**src/rtl/spec_acc_readout.sv**
```systemverilog
// Readout scanner for the spectrum accumulator: background-subtracted streaming plus per-row peak.
// Optional clear-after-read of the accumulator DPRAM is built when SPEC_RO_CLEAR_EN is defined.
module spec_acc_readout #(
    parameter int DW     = 32,
    parameter int NUM_RB = 16,
    parameter int RD_LAT = 2
) (
    input  logic          clk,
    input  logic          rst,
    input  logic          start,
    output logic [13:0]   acc_rdaddr,
    input  logic [DW-1:0] acc_rddata,
    output logic [13:0]   bg_rdaddr,
    input  logic [DW-1:0] bg_rddata,
    output logic          acc_clr_wea,
    output logic [13:0]   acc_clr_addr,
    output logic          out_valid,
    output logic [DW-1:0] out_data,
    output logic [3:0]    out_rb,
    output logic [9:0]    out_bin,
    output logic          out_last,
    output logic          peak_valid,
    output logic [9:0]    peak_bin,
    output logic [DW-1:0] peak_val,
    output logic          busy,
    output logic          done
);

    typedef enum logic [1:0] {
        ST_IDLE,
        ST_SCAN,
        ST_DRAIN,
        ST_DONE
    } state_t;

    typedef struct packed {
        logic       valid;
        logic [3:0] rb;
        logic [9:0] bin;
        logic       last;
    } tag_t;

    state_t        state;
    state_t        state_nxt;
    logic [3:0]    rb_cnt;
    logic [9:0]    bin_cnt;
    logic          final_addr;
    logic          in_flight;
    tag_t          issue_tag;
    tag_t          tag_pipe [RD_LAT];
    tag_t          ret_tag;
    logic [DW-1:0] sub;
    logic [DW-1:0] run_val;
    logic [9:0]    run_bin;
    logic [DW-1:0] cand_val;
    logic [9:0]    cand_bin;

    assign final_addr = (rb_cnt == 4'(NUM_RB - 1)) && (bin_cnt == 10'd1023);

    // NOTE: state and counters use non-blocking assignments so every flop samples pre-edge values.
    always_ff @(posedge clk or posedge rst) begin
        if (rst) begin
            state <= ST_IDLE;
        end else begin
            state <= state_nxt;
        end
    end

    // NOTE: every signal assigned in a combinational block gets a default first, so no latch is inferred.
    always_comb begin
        state_nxt = state;
        case (state)
            ST_IDLE:  if (start)       state_nxt = ST_SCAN;
            ST_SCAN:  if (final_addr)  state_nxt = ST_DRAIN;
            ST_DRAIN: if (!in_flight)  state_nxt = ST_DONE;
            ST_DONE:                   state_nxt = ST_IDLE;
            default:                   state_nxt = ST_IDLE;
        endcase
    end

    always_comb begin
        busy = (state != ST_IDLE);
        done = (state == ST_DONE);
    end

    // Address generator; counters rearm to {0,0} whenever the FSM is idle.
    always_ff @(posedge clk or posedge rst) begin
        if (rst) begin
            rb_cnt     <= '0;
            bin_cnt    <= '0;
            acc_rdaddr <= '0;
            bg_rdaddr  <= '0;
            issue_tag  <= '0;
        end else begin
            issue_tag.valid <= 1'b0;
            if (state == ST_IDLE) begin
                rb_cnt  <= '0;
                bin_cnt <= '0;
            end else if (state == ST_SCAN) begin
                acc_rdaddr <= {rb_cnt, bin_cnt};
                bg_rdaddr  <= {4'd0, bin_cnt};
                issue_tag  <= '{valid: 1'b1, rb: rb_cnt, bin: bin_cnt,
                               last: (bin_cnt == 10'd1023)};
                bin_cnt    <= bin_cnt + 10'd1;
                if (bin_cnt == 10'd1023) begin
                    rb_cnt <= rb_cnt + 4'd1;
                end
            end
        end
    end

    // Tags ride alongside the RAM read latency so they meet their data at the output stage.
    always_ff @(posedge clk or posedge rst) begin
        if (rst) begin
            for (int i = 0; i < RD_LAT; i++) begin
                tag_pipe[i] <= '0;
            end
        end else begin
            tag_pipe[0] <= issue_tag;
            for (int i = 1; i < RD_LAT; i++) begin
                tag_pipe[i] <= tag_pipe[i-1];
            end
        end
    end

    always_comb begin
        in_flight = issue_tag.valid;
        for (int i = 0; i < RD_LAT; i++) begin
            in_flight = in_flight | tag_pipe[i].valid;
        end
    end

    assign ret_tag = tag_pipe[RD_LAT-1];

    // Bin 0 restarts the tracker; strict > keeps the lowest bin on ties.
    always_comb begin
        sub      = (acc_rddata > bg_rddata) ? (acc_rddata - bg_rddata) : '0;
        cand_val = run_val;
        cand_bin = run_bin;
        if (ret_tag.bin == 10'd0) begin
            cand_val = sub;
            cand_bin = '0;
        end else if (sub > run_val) begin
            cand_val = sub;
            cand_bin = ret_tag.bin;
        end
    end

    always_ff @(posedge clk or posedge rst) begin
        if (rst) begin
            out_valid  <= 1'b0;
            out_last   <= 1'b0;
            out_data   <= '0;
            out_rb     <= '0;
            out_bin    <= '0;
            peak_valid <= 1'b0;
            peak_bin   <= '0;
            peak_val   <= '0;
            run_val    <= '0;
            run_bin    <= '0;
        end else begin
            out_valid  <= ret_tag.valid;
            out_last   <= ret_tag.valid & ret_tag.last;
            peak_valid <= ret_tag.valid & ret_tag.last;
            if (ret_tag.valid) begin
                out_data <= sub;
                out_rb   <= ret_tag.rb;
                out_bin  <= ret_tag.bin;
                run_val  <= cand_val;
                run_bin  <= cand_bin;
                if (ret_tag.last) begin
                    peak_val <= cand_val;
                    peak_bin <= cand_bin;
                end
            end
        end
    end

`ifdef SPEC_RO_CLEAR_EN
    // Zero each location as its sample leaves, so the next frame starts from a clean array.
    assign acc_clr_wea  = out_valid;
    assign acc_clr_addr = {out_rb, out_bin};
`else
    assign acc_clr_wea  = 1'b0;
    assign acc_clr_addr = '0;
`endif

endmodule

```
**config.mk**
```make
export PLATFORM = sky130hd
export DESIGN_NAME = spec_acc_readout
export DESIGN_NICKNAME = d
export VERILOG_FILES = /design/src/rtl/spec_acc_readout.sv
export SDC_FILE = /design/constraint.sdc
export NUM_CORES = 1
export LEC_CHECK = 0
export CAP_MARGIN = 40
export CORE_MARGIN = 3
export CORE_UTILIZATION = 45
export DETAILED_ROUTE_END_ITERATION = 6
export MAX_ROUTING_LAYER = met4
export PLACE_DENSITY_LB_ADDON = 0.12
export SYNTH_ARGS = -nofsm -noshare
export SYNTH_HDL_FRONTEND = slang
export SYNTH_SLANG_ARGS = --single-unit
```
**constraint.sdc**
```tcl
create_clock -name clk -period 11.91 [get_ports clk]
set_input_delay 1.7865 -clock clk [delete_from_list [all_inputs] [get_ports clk]]
set_output_delay 1.7865 -clock clk [all_outputs]
set_load 0.01 [all_outputs]
```
Yosys cells after proc, flatten, opt, wreduce, memory -nomap -nowiden

Index checks and enable logic that the tools add are counted.
W data, S select, Z words.

Add/subtract/negate cells: 3
Magnitude comparators: 2
Eq/ne operators: 8
Muxes and demuxes: 16
Bitwise logic cells: 4
Reductions and logical operators: 10

Operators by type and width:

| cell                    | count |
|---|---|
| $mux W32                | 3 |
| $gt A32 B32 Y1          | 2 |
| $mux W10                | 4 |
| $mux W16                | 2 |
| $sub A32 B32 Y32        | 1 |
| $mux W4                 | 3 |
| $add A10 B1 Y10 const B | 1 |
| $eq A10 B10 Y1 const B  | 1 |
| $logic_not A10 Y1       | 1 |
| $pmux W2 S4             | 1 |
| $mux W2                 | 3 |
| $ne A2 B2 Y1 const B    | 3 |
| $reduce_and A2 Y1       | 3 |
| $reduce_bool A2 Y1      | 3 |
| $add A4 B1 Y4 const B   | 1 |
| $eq A2 B2 Y1 const B    | 2 |
| $eq A4 B4 Y1 const B    | 1 |
| $reduce_and A3 Y1       | 1 |
| $eq A2 B1 Y1 const B    | 1 |
| $logic_not A2 Y1        | 1 |
| $or A1 B1 Y1            | 2 |
| $and A1 B1 Y1           | 1 |
| $logic_and A1 B1 Y1     | 1 |
| $not A1 Y1              | 1 |

Bits in registers: 210
Input bits: 67
Output and inout bits: 136
Logic and storage cells: 68

Logic depth before layout (Yosys ltp)

Word-level depth: 5
Depth in mapped cells: 24
Depth with buffers taken out: 21

Least setup slack after synthesis

No wires, ideal clock.

Path type: in2reg
Start point: input acc_rddata[0]
End point: register run_val[10]
Library setup time: 125 ps
Data arrival time: 6,059 ps
Required time: 11,785 ps
Setup slack: 5,726 ps
Cell stages on the path: 21
Path buffers: 2
Path through: inv_1 -> ha_1 -> inv_1 -> fa_1 -> a211oi_1 -> o211ai_2 -> a31oi_1 -> o2111ai_1 -> nand2_1 -> a21oi_1 -> clkbuf_1 -> and2_1 -> ha_1 -> nand4_1 -> or4_1 -> o21bai_1 -> o22a_1 -> nand3_2 -> nand2_2 -> buf_6 -> mux2_2

Word-level cells in the longest chain between the ends: 5
Elaborated cells on any way between the ends: 6
Classes of those cells: 1 x add/sub; 2 x order compare; 3 x mux

RTL lines:

| element                                                   | RTL line | RTL |
|---|---|---|
| from (decl)                                               | 12       | `input logic [DW-1:0] acc_rddata,` |
| $sub A32 B32 Y32 / $gt A32 B32 Y1 (equally long branches) | 137      | `sub = (acc_rddata > bg_rddata) ? (acc_rddata - bg_rddata) : '0;` |
| $mux W32 *                                                | 137      |  |
| net sub[14]                                               | 52       | `logic [DW-1:0] sub;` |
| $gt A32 B32 Y1 *                                          | 143      | `end else if (sub > run_val) begin` |
| $mux W32 *                                                | 143      |  |
| $mux W32 *                                                | 140      | `if (ret_tag.bin == 10'd0) begin` |
| to (signal assigned)                                      | 169      | `run_val <= cand_val;` |
| to (decl)                                                 | 53       | `logic [DW-1:0] run_val;` |

The timed path passes the listed nets; every way through them passes the cells marked *.
A chain may end at the register's enable or synchronous reset.

Worst setup path in the final report

Start point: input bg_rddata[0]
End point: register run_val[23]

Word-level cells in the longest chain between the ends: 5
Elaborated cells on any way between the ends: 6
Classes of those cells: 1 x add/sub; 2 x order compare; 3 x mux

RTL lines:

| element                                                   | RTL line | RTL |
|---|---|---|
| from (decl)                                               | 14       | `input logic [DW-1:0] bg_rddata,` |
| $sub A32 B32 Y32 / $gt A32 B32 Y1 (equally long branches) | 137      |  |
| $mux W32 *                                                | 137      |  |
| net sub[24]                                               | 52       |  |
| $gt A32 B32 Y1 *                                          | 143      |  |
| $mux W32 *                                                | 143      |  |
| $mux W32 *                                                | 140      |  |

Marks and branches as above.

==> metrics <==
Clock Latency Late Sink around 0.43 ns; post-synthesis cell type count between 70 and 80; kind of critical path in -> reg; Max rail drop VDD ~110 uV; number of antenna repair diodes 0; Layout area overhead 22.7%; R2R Path Start run_val[14]$_DFFE_PP0P_; Initial DRT Pass Iterations 5; Synth async-reset ratio 100%; Slew @ Worst Pin ~0.91 ns; RePlAce Congestion approximately 0.93; Die Y between 150 and 200 um; Starting Density a little under half; clk sinks between 150 and 200; Die ar. ~26,000 um2; Tot Pwr roughly 2 mW; Row Count 56; PortBufs around 180; Setup crit end kind flip-flop; cell mode on critical path ha_1; Detailed Route Iter0 Violations approximately 560; slowest cell on the critical path nand2_2; total setup buffers inserted after CTS 0; largest area contributor in the netlist dfrtp_1; Cell Area, Synth around 11,000 um2; Avg WL per Cell roughly 18 um; commonest non-fill, non-tap cell in the layout dfrtp_1; first-pass GRT wire length approximately 45,000 um; Max stage delay on crit path between 0.6 and 0.7 ns; setup TNS 0 ns; maxcap violations 0; Top FF cell, synth dfrtp_1; cells along the critical path clkdlybuf4s50_1 -> ha_1 -> inv_1 -> fa_1 -> a211oi_1 -> o211ai_2 -> a31oi_1 -> o2111ai_1 -> nand2_1 -> a21o_1 -> nor2_1 -> ha_1 -> nand4_1 -> or4_4 -> o21bai_1 -> o22a_1 -> nand3_2 -> nand2_2 -> buf_12 -> mux2_2; hold slack 0.349 ns; DP Worst Slack around 3.7 ns; fill cell count between 2,000 and 2,500; flip-flop and latch area about 5000 um2; CTS tree yes; Worst Hold Class reg -> reg; share of cells above drive strength 1 roughly an eighth; FMAX between 0.1 and 0.15 GHz; hold path cells 0; clock transition at the registers of the reported paths ~0.07 ns; synthesized instance count 1,079; via/cell ratio roughly 5.4; commonest cells after routing, fill and taps aside dfrtp_1 (195), clkdlybuf4s50_1 (183), a21oi_1 (94); post-route ant nets 0; Num CTS Buffers 17; Final Hold Fails 0; R2R Setup Slk 8.05 ns; RSZ-0062 raised after global routing no; Post-synth EDFFs 0; register area share after synthesis about 45%; post-synth top area share roughly 45%; final worst-path cycle share 66.0%; DR vias 8,326; Worst Skew ~0.012 ns; die width between 150 and 200 um; Hold Startpoint tag_pipe[24]$_DFF_PP0_; IO Pins 203; P_leak ~6.2 nW; final WL 27,600 um; vias in the first global route 8,281; Seq cells post-synth 196; Core ar. approximately 24,000 um2; largest net degree at the start of global routing between 100 and 150; antenna violations before repair 0; final core occ 56.7%; outcome completed; Data arrival, critical path about 8.2 ns; Required @ worst endpoint about 12 ns; DRC 0; CTS H-tree depth 4; final layout net count about 1,400; area occupied by multi-input gates roughly 5200 um2; global route total overflow 0; Slew Limit Fails 0; Final min period 7.86 ns; GRT Util Overall between 20% and 30%; hpwl dp approximately 20,000 um; clk root buf clkbuf_16; Relative slew margins ~38%; crit path max fanout 27; Avg Cell Area, Syn 10.1 um2; Synth warnings 0; worst-case clock buffer depth 2; Area contributors post-synth dfrtp_1 (45%), mux2_2 (8.9%), ha_1 (8.0%); PnR worst setup slack 4.05 ns; Register-to-Register Path Depth 10; PwrDens 149 nW/um2; R2R Path End run_val[23]$_DFFE_PP0P_; Post-CTS Resized 0; Worst Hold Path EP ret_tag[8]$_DFF_PP0_; crit path launch type primary input; # setup viols final 0; Hold Buf Count CTS 0
-- cells in the mapped netlist (all sizes together), types with 2 or more instances --
master	count
xor2	13
a2bb2oi	2
dfrtp	196
and3	6
nor2	71
mux2i	15
o21ai	40
xnor2	23
a21o	20
o31ai	4
or4	2
a211oi	5
a31oi	5
inv	82
a221o	8
mux2	86
clkbuf	27
a21oi	96
nor4	4
ha	70
a22o	10
o211ai	9
and2	22
nand2b	3
nand2	67
a2111o	2
nand3	41
nand4	19
o21a	4
nor3	18
nor3b	3
nor2b	4
or3	8
o21bai	4
o22a	3
a22oi	2
a41oi	2
buf	64
-- routing by layer --
metal	GRT usage (%)	wire length [um]
met1	31.7	13000
met2	33.3	12700
met3	4.08	1530
met4	4.61	408
met5	-	0
-- worst max path at each step --
stage / end / slack, ns / start / cells past startpoint
2_1_floorplan: acc_rdaddr[0]$_DFFE_PP0P_ / 4.78 / rst / 1
3_3_place_gp: run_val[8]$_DFFE_PP0P_ / 3.60 / acc_rddata[0] / 21
3_5_place_dp: run_val[23]$_DFFE_PP0P_ / 3.67 / bg_rddata[0] / 20
4_1_cts: run_val[13]$_DFFE_PP0P_ / 4.13 / bg_rddata[0] / 20
5_1_grt: run_val[20]$_DFFE_PP0P_ / 3.66 / acc_rddata[0] / 22
6_report: run_val[23]$_DFFE_PP0P_ / 4.05 / bg_rddata[0] / 20
-- power by group --
group / total [mW] / switching (mW) / internal (mW)
sequential: 0.753 / 0.0362 / 0.717
clock: 0.586 / 0.261 / 0.326
combinational: 0.658 / 0.384 / 0.274
total: 2.00 / 0.681 / 1.32
-- final cells by class --
cell class	instances	area share, %
clock buffer	20	3.41
clock inverter	12	1.08
inverter	82	2.36
multi-input combinational	728	38.9
sequential	196	36.7
tap	319	2.98
timing repair buffer	193	14.6
-- stage by stage --
stage	instance area (um2)	std cells
after floorplan	11000	1097
after global placement	12700	1515
after detailed placement	12800	1518
after CTS	13400	1550
after global routing	13400	1550
final	13400	1550
-- cell families after synthesis --
kind of cell	share of synthesized area, %
AO/OA/AOI/OAI	13.3
buffers and inverters	7.96
multiplexers	10.3
adder cells (fa/ha/maj)	8.22
AND/OR/NAND/NOR	12.4
XOR/XNOR	2.89
flip-flops	45.0
other	0.0344
-- critical path: cells and delay by family --
family | cells | cell delay [ns]
multiplexers | 1 | 0.36
AO/OA/AOI/OAI | 7 | 1.99
adder cells (fa/ha/maj) | 3 | 0.93
buffers and inverters | 3 | 0.77
AND/OR/NAND/NOR | 6 | 2.31
-- registers in the layout, summed over array words and instances, names as in the netlist --
name / flops
out_bin: 10
peak_bin: 10
peak_val: 32
bin_cnt: 10
out_rb: 4
run_val: 32
ret_tag: 16
issue_tag: 2
rb_cnt: 4
acc_rdaddr: 14
out_data: 32
state: 2
peak_valid: 1
out_valid: 1
run_bin: 10
tag_pipe: 16
Power figures use the tool's default switching activity.
